File: src/rtl/light_command_encoder_pkg.sv
// Shared code constants and exterior state type for the car light front end
// and the light controller that consumes its outputs.
package light_command_encoder_pkg;

    // Exterior indicator select codes
    localparam logic [1:0] EXT_OFF    = 2'b00;
    localparam logic [1:0] EXT_RIGHT  = 2'b01;
    localparam logic [1:0] EXT_LEFT   = 2'b10;
    localparam logic [1:0] EXT_HAZARD = 2'b11;

    // Interior main-switch codes (2'b11 is never driven)
    localparam logic [1:0] INT_ON   = 2'b00;
    localparam logic [1:0] INT_DOOR = 2'b01;
    localparam logic [1:0] INT_OFF  = 2'b10;

    // Default timing
    localparam int unsigned DEFAULT_DEBOUNCE_CYCLES = 4;
    localparam int unsigned DEFAULT_FLASH_HALF      = 8;

    // Exterior FSM state; encoding equals the exterior select code
    typedef enum logic [1:0] {
        ST_OFF    = EXT_OFF,
        ST_RIGHT  = EXT_RIGHT,
        ST_LEFT   = EXT_LEFT,
        ST_HAZARD = EXT_HAZARD
    } ext_state_e;

    // Interior encode: ON wins over DOOR, so a faulty double contact reads ON
    function automatic logic [1:0] encode_interior(input logic sw_on, input logic sw_door);
        logic [1:0] code;
        if (sw_on) begin
            code = INT_ON;
        end else if (sw_door) begin
            code = INT_DOOR;
        end else begin
            code = INT_OFF;
        end
        return code;
    endfunction

endpackage

File: src/rtl/light_command_encoder_switch_debouncer.sv
// Two-flop synchroniser followed by a debounce counter. The debounced level
// only follows the synchronised input after DEBOUNCE_CYCLES consecutive
// disagreeing samples; any shorter glitch clears the counter and is lost.
module switch_debouncer #(
    parameter int unsigned DEBOUNCE_CYCLES = 4
) (
    input  logic clk,
    input  logic reset,
    input  logic raw,
    output logic level
);

    localparam int unsigned CW = (DEBOUNCE_CYCLES > 1) ? $clog2(DEBOUNCE_CYCLES) : 1;
    localparam logic [CW-1:0] CNT_LAST = CW'(DEBOUNCE_CYCLES - 1);

    logic [1:0]    sync_q,  sync_d;
    logic [CW-1:0] cnt_q,   cnt_d;
    logic          level_q, level_d;

    // Shift raw input through the synchroniser and run the stability counter
    always_comb begin
        sync_d  = {sync_q[0], raw};
        level_d = level_q;
        cnt_d   = '0;
        if (sync_q[1] != level_q) begin
            if (cnt_q == CNT_LAST) begin
                level_d = ~level_q;
            end else begin
                cnt_d = cnt_q + CW'(1);
            end
        end
    end

    // State registers, cleared asynchronously
    always_ff @(posedge clk or posedge reset) begin
        if (reset) begin
            sync_q  <= '0;
            cnt_q   <= '0;
            level_q <= 1'b0;
        end else begin
            sync_q  <= sync_d;
            cnt_q   <= cnt_d;
            level_q <= level_d;
        end
    end

    assign level = level_q;

endmodule

File: src/rtl/light_command_encoder.sv
// Driver-side front end for the car light controller: debounces the cabin
// switches, latches hazard on each button press, resolves stalk/hazard
// priority and generates the flasher clock and interior switch code.
module light_command_encoder
    import light_command_encoder_pkg::*;
#(
    parameter int unsigned DEBOUNCE_CYCLES = DEFAULT_DEBOUNCE_CYCLES,
    parameter int unsigned FLASH_HALF      = DEFAULT_FLASH_HALF
) (
    input  logic       clk,
    input  logic       reset,
    input  logic       stalk_left,
    input  logic       stalk_right,
    input  logic       hazard_btn,
    input  logic       int_sw_on,
    input  logic       int_sw_door,
    output logic [1:0] select_ext,
    output logic       flash,
    output logic [1:0] select_int,
    output logic       hazard_active
);

    localparam int unsigned FW = (FLASH_HALF > 1) ? $clog2(FLASH_HALF) : 1;
    localparam logic [FW-1:0] FLASH_LAST = FW'(FLASH_HALF - 1);

    logic deb_left, deb_right, deb_hazard, deb_on, deb_door;

    switch_debouncer #(.DEBOUNCE_CYCLES(DEBOUNCE_CYCLES)) u_deb_left (
        .clk(clk), .reset(reset), .raw(stalk_left), .level(deb_left)
    );
    switch_debouncer #(.DEBOUNCE_CYCLES(DEBOUNCE_CYCLES)) u_deb_right (
        .clk(clk), .reset(reset), .raw(stalk_right), .level(deb_right)
    );
    switch_debouncer #(.DEBOUNCE_CYCLES(DEBOUNCE_CYCLES)) u_deb_hazard (
        .clk(clk), .reset(reset), .raw(hazard_btn), .level(deb_hazard)
    );
    switch_debouncer #(.DEBOUNCE_CYCLES(DEBOUNCE_CYCLES)) u_deb_on (
        .clk(clk), .reset(reset), .raw(int_sw_on), .level(deb_on)
    );
    switch_debouncer #(.DEBOUNCE_CYCLES(DEBOUNCE_CYCLES)) u_deb_door (
        .clk(clk), .reset(reset), .raw(int_sw_door), .level(deb_door)
    );

    logic          haz_prev_q,      haz_prev_d;
    logic          hazard_active_q, hazard_active_d;
    ext_state_e    state_q,         state_d;
    logic [FW-1:0] flash_cnt_q,     flash_cnt_d;
    logic          flash_q,         flash_d;
    logic [1:0]    select_int_q,    select_int_d;

    // Hazard toggle, exterior priority, flasher phase and interior encode
    always_comb begin
        haz_prev_d      = deb_hazard;
        hazard_active_d = hazard_active_q ^ (deb_hazard & ~haz_prev_q);

        if (hazard_active_q) begin
            state_d = ST_HAZARD;
        end else if (deb_left && !deb_right) begin
            state_d = ST_LEFT;
        end else if (deb_right && !deb_left) begin
            state_d = ST_RIGHT;
        end else begin
            state_d = ST_OFF;
        end

        // Decided on the next state so the lamp lights on the same edge as
        // select_ext changes; any change between lit states restarts phase.
        flash_cnt_d = flash_cnt_q;
        flash_d     = flash_q;
        if (state_d == ST_OFF) begin
            flash_cnt_d = '0;
            flash_d     = 1'b0;
        end else if (state_d != state_q) begin
            flash_cnt_d = '0;
            flash_d     = 1'b1;
        end else if (flash_cnt_q == FLASH_LAST) begin
            flash_cnt_d = '0;
            flash_d     = ~flash_q;
        end else begin
            flash_cnt_d = flash_cnt_q + FW'(1);
        end

        select_int_d = encode_interior(deb_on, deb_door);
    end

    // Registered FSM and outputs, cleared asynchronously
    always_ff @(posedge clk or posedge reset) begin
        if (reset) begin
            haz_prev_q      <= 1'b0;
            hazard_active_q <= 1'b0;
            state_q         <= ST_OFF;
            flash_cnt_q     <= '0;
            flash_q         <= 1'b0;
            select_int_q    <= INT_OFF;
        end else begin
            haz_prev_q      <= haz_prev_d;
            hazard_active_q <= hazard_active_d;
            state_q         <= state_d;
            flash_cnt_q     <= flash_cnt_d;
            flash_q         <= flash_d;
            select_int_q    <= select_int_d;
        end
    end

    assign select_ext    = state_q;
    assign flash         = flash_q;
    assign select_int    = select_int_q;
    assign hazard_active = hazard_active_q;

endmodule

File: config.mk
export PLATFORM = sky130hd
export DESIGN_NAME = light_command_encoder
export DESIGN_NICKNAME = d
export VERILOG_FILES = /design/src/rtl/light_command_encoder_pkg.sv /design/src/rtl/light_command_encoder_switch_debouncer.sv /design/src/rtl/light_command_encoder.sv
export SDC_FILE = /design/constraint.sdc
export NUM_CORES = 1
export LEC_CHECK = 0
export CAP_MARGIN = 0
export CORE_MARGIN = 2
export CORE_UTILIZATION = 51
export CTS_CLUSTER_DIAMETER = 60
export CTS_CLUSTER_SIZE = 10
export DETAILED_ROUTE_END_ITERATION = 6
export GPL_TIMING_DRIVEN = 0
export PLACE_DENSITY = 0.73
export SETUP_SLACK_MARGIN = 0.4
export SYNTH_ARGS = -nofsm -noshare
export SYNTH_HDL_FRONTEND = slang
export SYNTH_SLANG_ARGS = --single-unit
File: constraint.sdc
create_clock -name clk -period 4.57 [get_ports clk]
set_input_delay 0.6855 -clock clk [delete_from_list [all_inputs] [get_ports clk]]
set_output_delay 0.6855 -clock clk [all_outputs]
set_load 0.02 [all_outputs]
* After elaboration in Yosys (flattened, before gate mapping)
Index checks and enable logic that the tools add are counted.
Storage, ports and cells: bits in latches 0, logic and storage cells 80, bits in registers 35, memory bits (read-only) 0, output and inout bits 6, bits in writable memories 0, memories kept 0, input port bits 7
Cells by class: mux-type cells 21, equality and inequality tests 12, multipliers 0, shift-type cells 0, $add $sub $neg 6, reductions and logical operators 11, div/mod/pow operators 0, $lt $le $gt $ge 0, bitwise gates (word level) 9
Operators with widths (count):
- two-way mux 2 bit | 14
- adder 2 x 1 -> 2 bit (second input constant) | 5
- equality test 2 bit (second input constant) | 5
- AND reduction 2 bit | 5
- two-way mux 3 bit | 3
- NOT 1 bit | 7
- != test 1 bit | 5
- two-way mux 1 bit | 4
- adder 3 x 1 -> 3 bit (second input constant) | 1
- equality test 3 bit (second input constant) | 1
- nonzero test 3 bit | 1
- logical AND 1 bit | 2
- zero test 1 bit | 2
- zero test 2 bit | 1
- != test 2 bit | 1
- AND 1 bit | 1
- XOR 1 bit | 1

* Depth between registers and ports, before layout
word-level depth 8, depth in mapped cells 5, gate-level depth less buffers 5

* By module
Synthesis repeated with hierarchy kept, for this count alone.
Second synthesis, totals: cell total of the unflattened synthesis 90, area total of the unflattened synthesis 1330.0 µm²
By module, submodules not included:
- switch_debouncer | cells each 11, area each 177.7 µm², times used 5, sequential area each 125.1 µm²
- light_command_encoder | cells each 35, area each 441.7 µm², times used 1, sequential area each 251.5 µm²

* Worst setup path after synthesis
No wires, ideal clock.
path kind flip-flop to flip-flop, start register flash_cnt_q[0], end register flash_q, in the netlist flash, path slack 3.100 ns, period minus slack after synthesis 1.470 ns, cell stages (with the launch flop) 6, path buffers 0, arrival time 1.346 ns, data required time 4.446 ns, library setup time 0.124 ns, path through dfrtp_1 ha_1 ha_1 xnor2_1 a31oi_1 o31a_1
On the way: cells in the longest elaborated chain, start to end 2
Ends and longest elaborated chain:
- start, declared | RTL line light_command_encoder.sv:47 | logic [FW-1:0] flash_cnt_q, flash_cnt_d;
- start signal, assigned | RTL line light_command_encoder.sv:99 | flash_cnt_q <= flash_cnt_d;
- equality test 3 bit | RTL line light_command_encoder.sv:76 | end else if (flash_cnt_q == FLASH_LAST) begin
- nonzero test 3 bit (no source line)
- end signal, assigned | RTL line light_command_encoder.sv:100 | flash_q <= flash_d;
- end, declared | RTL line light_command_encoder.sv:48 | logic flash_q, flash_d;
No other way between the ends. A chain may end at the register's enable or synchronous reset.

* Final worst setup path
start register hazard_active_q, in the netlist hazard_active, end output hazard_active
RTL lines:
- start, declared | RTL line light_command_encoder.sv:45 | logic hazard_active_q, hazard_active_d;
- start signal, assigned | RTL line light_command_encoder.sv:97 | hazard_active_q <= hazard_active_d;
- end, declared | RTL line light_command_encoder.sv:20 | output logic hazard_active
No word-level cell between the ends.

==> results.json <==
{
  "status": "finished, final reports clean",
  "seq_power_share_pct": 52.1,
  "cts_tree": "built",
  "synth_top_family_by_area": "simple AND/OR/NAND/NOR gates",
  "cp-startpoint": "hazard_active$_DFF_PP0_",
  "start_kind": "flip-flop",
  "synth-simple-area-share_pct": 10.7,
  "cts_buffer_depth": 2,
  "syn_nets": 99,
  "grt_max_degree": 36,
  "portBuffers": 12,
  "io_pins": 13,
  "grt_pass1_wl_mm": 3.08,
  "arrival_ns": 1.47,
  "place_congestion": 0.669,
  "fin_total_pwr_w": 0.000940,
  "rows": 18,
  "power_density_nw_per_um2": 622,
  "clk_pin_slew_worst_paths_ns": 0.10,
  "netlist_instances": 85,
  "rsz0062_at_grt": "false",
  "worstReg2RegEnd": "flash$_DFFE_PP0P_",
  "reg2reg_slack_ns": 2.96,
  "synth_compound_area_share_pct": 4.19,
  "r2r_start": "flash_cnt_q[0]$_DFF_PP0_",
  "vdd_drop_max_uv": 375,
  "synth_xor_xnor_area_share_pct": 4.77,
  "hpwl_mm": 1.23,
  "multi_input_area_um2": 397,
  "postCtsHoldBufs": 0,
  "post_cts_resize_count": 0,
  "ys_ff_latch": 35,
  "post-route-period-util_pct": 47.1,
  "power_frac_clock_pct": 16.3,
  "yosysUniqueCellTypes": 24,
  "drive_gt1_share_pct": 17.9,
  "end_kind": "output pin",
  "cp_num_cells": 1,
  "wl_per_cell_um": 13.5,
  "fp.dieArea_um2": 2940,
  "intPower_w": 0.000635,
  "worst_slew_pin_slew_ns": 0.685,
  "post-cts-setup-buffers": 0,
  "crit_chain": "clkdlybuf4s50_1",
  "finalHoldViolations": 0,
  "grt_overflow_total": 0,
  "drcViolationCount": 0,
  "numCtsBuffers": 5,
  "drtIter0Drc": 7,
  "drv_slew": 0,
  "slew_headroom_pct": 54.1,
  "rr_worst_depth": 5,
  "antenna_found_initial": 0,
  "grt_use_total_pct": 15.9,
  "setup_viol": 0,
  "fin_skew_ns": 0.00920,
  "ys_top_cells_by_area": "dfrtp_1 (66%), ha_1 (6.8%), mux2_2 (4.4%)",
  "syn_area_per_cell_um2": 15.1,
  "crit_buf_inv": 1,
  "cts_root_buf": "clkbuf_4",
  "crit_path_top_delay_cell": "clkdlybuf4s50_1",
  "period_minus_slack_ns": 2.15,
  "grt_pass1_vias": 707,
  "hp-class": "reg2reg",
  "drtAntennaViolNets": 0,
  "yosys.area.top_type_share_pct": 66.2,
  "synth_fa_ha_area_share_pct": 6.82,
  "dieHeight_um": 54.2,
  "vias": 660,
  "core-area_um2": 2430,
  "nets": 119,
  "fin_setup_tns_ns": 0,
  "crit_type": "reg2out",
  "yosys_warnings": 0,
  "yosysTopAreaCell": "dfrtp_1",
  "critPathMaxFanout": 8,
  "initial_core_util_pct": 52.8,
  "swShare_pct": 32.5,
  "via_per_inst": 4.85,
  "insertion_delay_ns": 0.33,
  "synth_area_um2": 1280,
  "max_stage_delay_ns": 0.66,
  "maxCapViolations": 0,
  "num-fill-cells": 210,
  "regArea_um2": 877,
  "crit_family": "buffers and inverters",
  "combPwrFrac_pct": 31.6,
  "max_freq_mhz": 465,
  "cts_sinks": 35,
  "dr.pass1.iters": 4,
  "worstPathRequired_ns": 3.88,
  "p_sw_w": 0.000305,
  "synth_mux_area_share_pct": 4.38,
  "die_w_um": 54.2,
  "crit_path_end": "hazard_active",
  "ctsHtreeMaxLevel": 2,
  "routed_wl_mm": 1.84,
  "ys_seq_area_share_pct": 68.3,
  "leakagePower_nw": 0.695,
  "diodes": 0,
  "area_growth_pct": 17.5
}
layout by cell type (no fill, tap or decap), types with 2 or more instances in the layout:
cell type         n
clkinv_2          3
nor3b_1           2
clkbuf_4          5
clkdlybuf4s50_1  12
mux2_2            5
or2b_1            2
a21boi_0          2
xor2_1            2
a31oi_1           2
ha_1              7
dfrtp_1          34
xnor2_1           5
and2_1            2
nand2b_1          3
nor2b_1           4
nor3_1            3
routing by layer:
layer | vias to the layer above | share of wire (%) | GRT usage [%]
met1 | 312 | 43 | 18.1
met4 | 0 | 1.7 | 10.0
li1 | 326 | - | -
met3 | 7 | 4.1 | 5.00
met2 | 15 | 51 | 25.9
met5 | - | 0 | 0
area by class of cell:
cell class | count | area share (%)
sequential | 35 | 58.1
clock buffer | 5 | 2.49
tap | 30 | 2.49
timing repair buffer | 13 | 8.95
inverter | 3 | 0.746
clock inverter | 3 | 0.994
multi-input combinational | 47 | 26.3
power groups by stage:
stage	combinational [W]	sequential [W]	clock (W)
2_1_floorplan	0.000173	0.000509	0
3_3_place_gp	0.000280	0.000487	0
3_5_place_dp	0.000297	0.000496	0
4_1_cts	0.000301	0.000491	0.000161
5_1_grt	0.000334	0.000502	0.000176
6_report	0.000297	0.000489	0.000154
registers in the layout (all words and copies together) (netlist names), 2 cells and up:
name	flops
u_deb_left.sync_q	2
u_deb_on.cnt_q	2
u_deb_left.cnt_q	2
flash_cnt_q	3
u_deb_right.cnt_q	2
u_deb_door.sync_q	2
u_deb_hazard.cnt_q	2
u_deb_door.cnt_q	2
u_deb_right.sync_q	2
u_deb_hazard.sync_q	2
u_deb_on.sync_q	2
select_ext	2
select_int	2
Yosys cell counts:
master	n
and2_1	2
a211oi_2	1
nor2b_1	4
dfstp_2	1
dfrtp_1	34
xnor2_1	5
nor3_1	3
nor2_1	1
nor4b_1	1
nand2b_1	3
mux2_2	5
nor3b_1	2
ha_1	7
o21ai_0	1
o31a_1	1
inv_1	2
xor2_1	2
inv_2	1
nand3_1	1
or4_4	1
a21boi_0	2
a31oi_1	2
or2b_1	2
and2_2	1
worst min-delay path by stage:
stage                                   startpoint                              to  slack (ns)  depth (start not counted)
floorplan           u_deb_door.sync_q[0]$_DFF_PP0_  u_deb_door.sync_q[1]$_DFF_PP0_        0.33                          0
global placement      u_deb_on.sync_q[0]$_DFF_PP0_    u_deb_on.sync_q[1]$_DFF_PP0_        0.33                          0
detailed placement  u_deb_left.sync_q[0]$_DFF_PP0_  u_deb_left.sync_q[1]$_DFF_PP0_        0.34                          0
CTS                 u_deb_left.sync_q[0]$_DFF_PP0_  u_deb_left.sync_q[1]$_DFF_PP0_        0.36                          0
global route        u_deb_left.sync_q[0]$_DFF_PP0_  u_deb_left.sync_q[1]$_DFF_PP0_        0.36                          0
finish              u_deb_left.sync_q[0]$_DFF_PP0_  u_deb_left.sync_q[1]$_DFF_PP0_        0.36                          0
metrics by stage:
stage | area, um^2 | setup slack (ns) | hold slack, ns | util (%) | std cells
finish | 1510 | 2.42 | 0.358 | 62.1 | 136
global route | 1510 | 2.35 | 0.361 | 62.1 | 136
CTS | 1500 | 2.41 | 0.359 | 61.5 | 135
detailed placement | 1440 | 2.36 | 0.336 | 59.3 | 127
global placement | 1440 | 2.41 | 0.332 | 59.3 | 127
floorplan | 1280 | 3.10 | 0.331 | - | 85
logic make-up (layout without fill, tap and decap cells):
| kind of cell | after synthesis | after routing |
|---|---|---|
| DFF | 35 | 35 |
| and+or+nand+nor | 21 | 21 |
| adders and majority gates | 7 | 7 |
| AOI/OAI and AO/OA | 7 | 7 |
| xor gates and xnor gates | 7 | 7 |
| muxes | 5 | 5 |
| buffers and inverters | 3 | 24 |
Power figures use the tool's default switching activity.
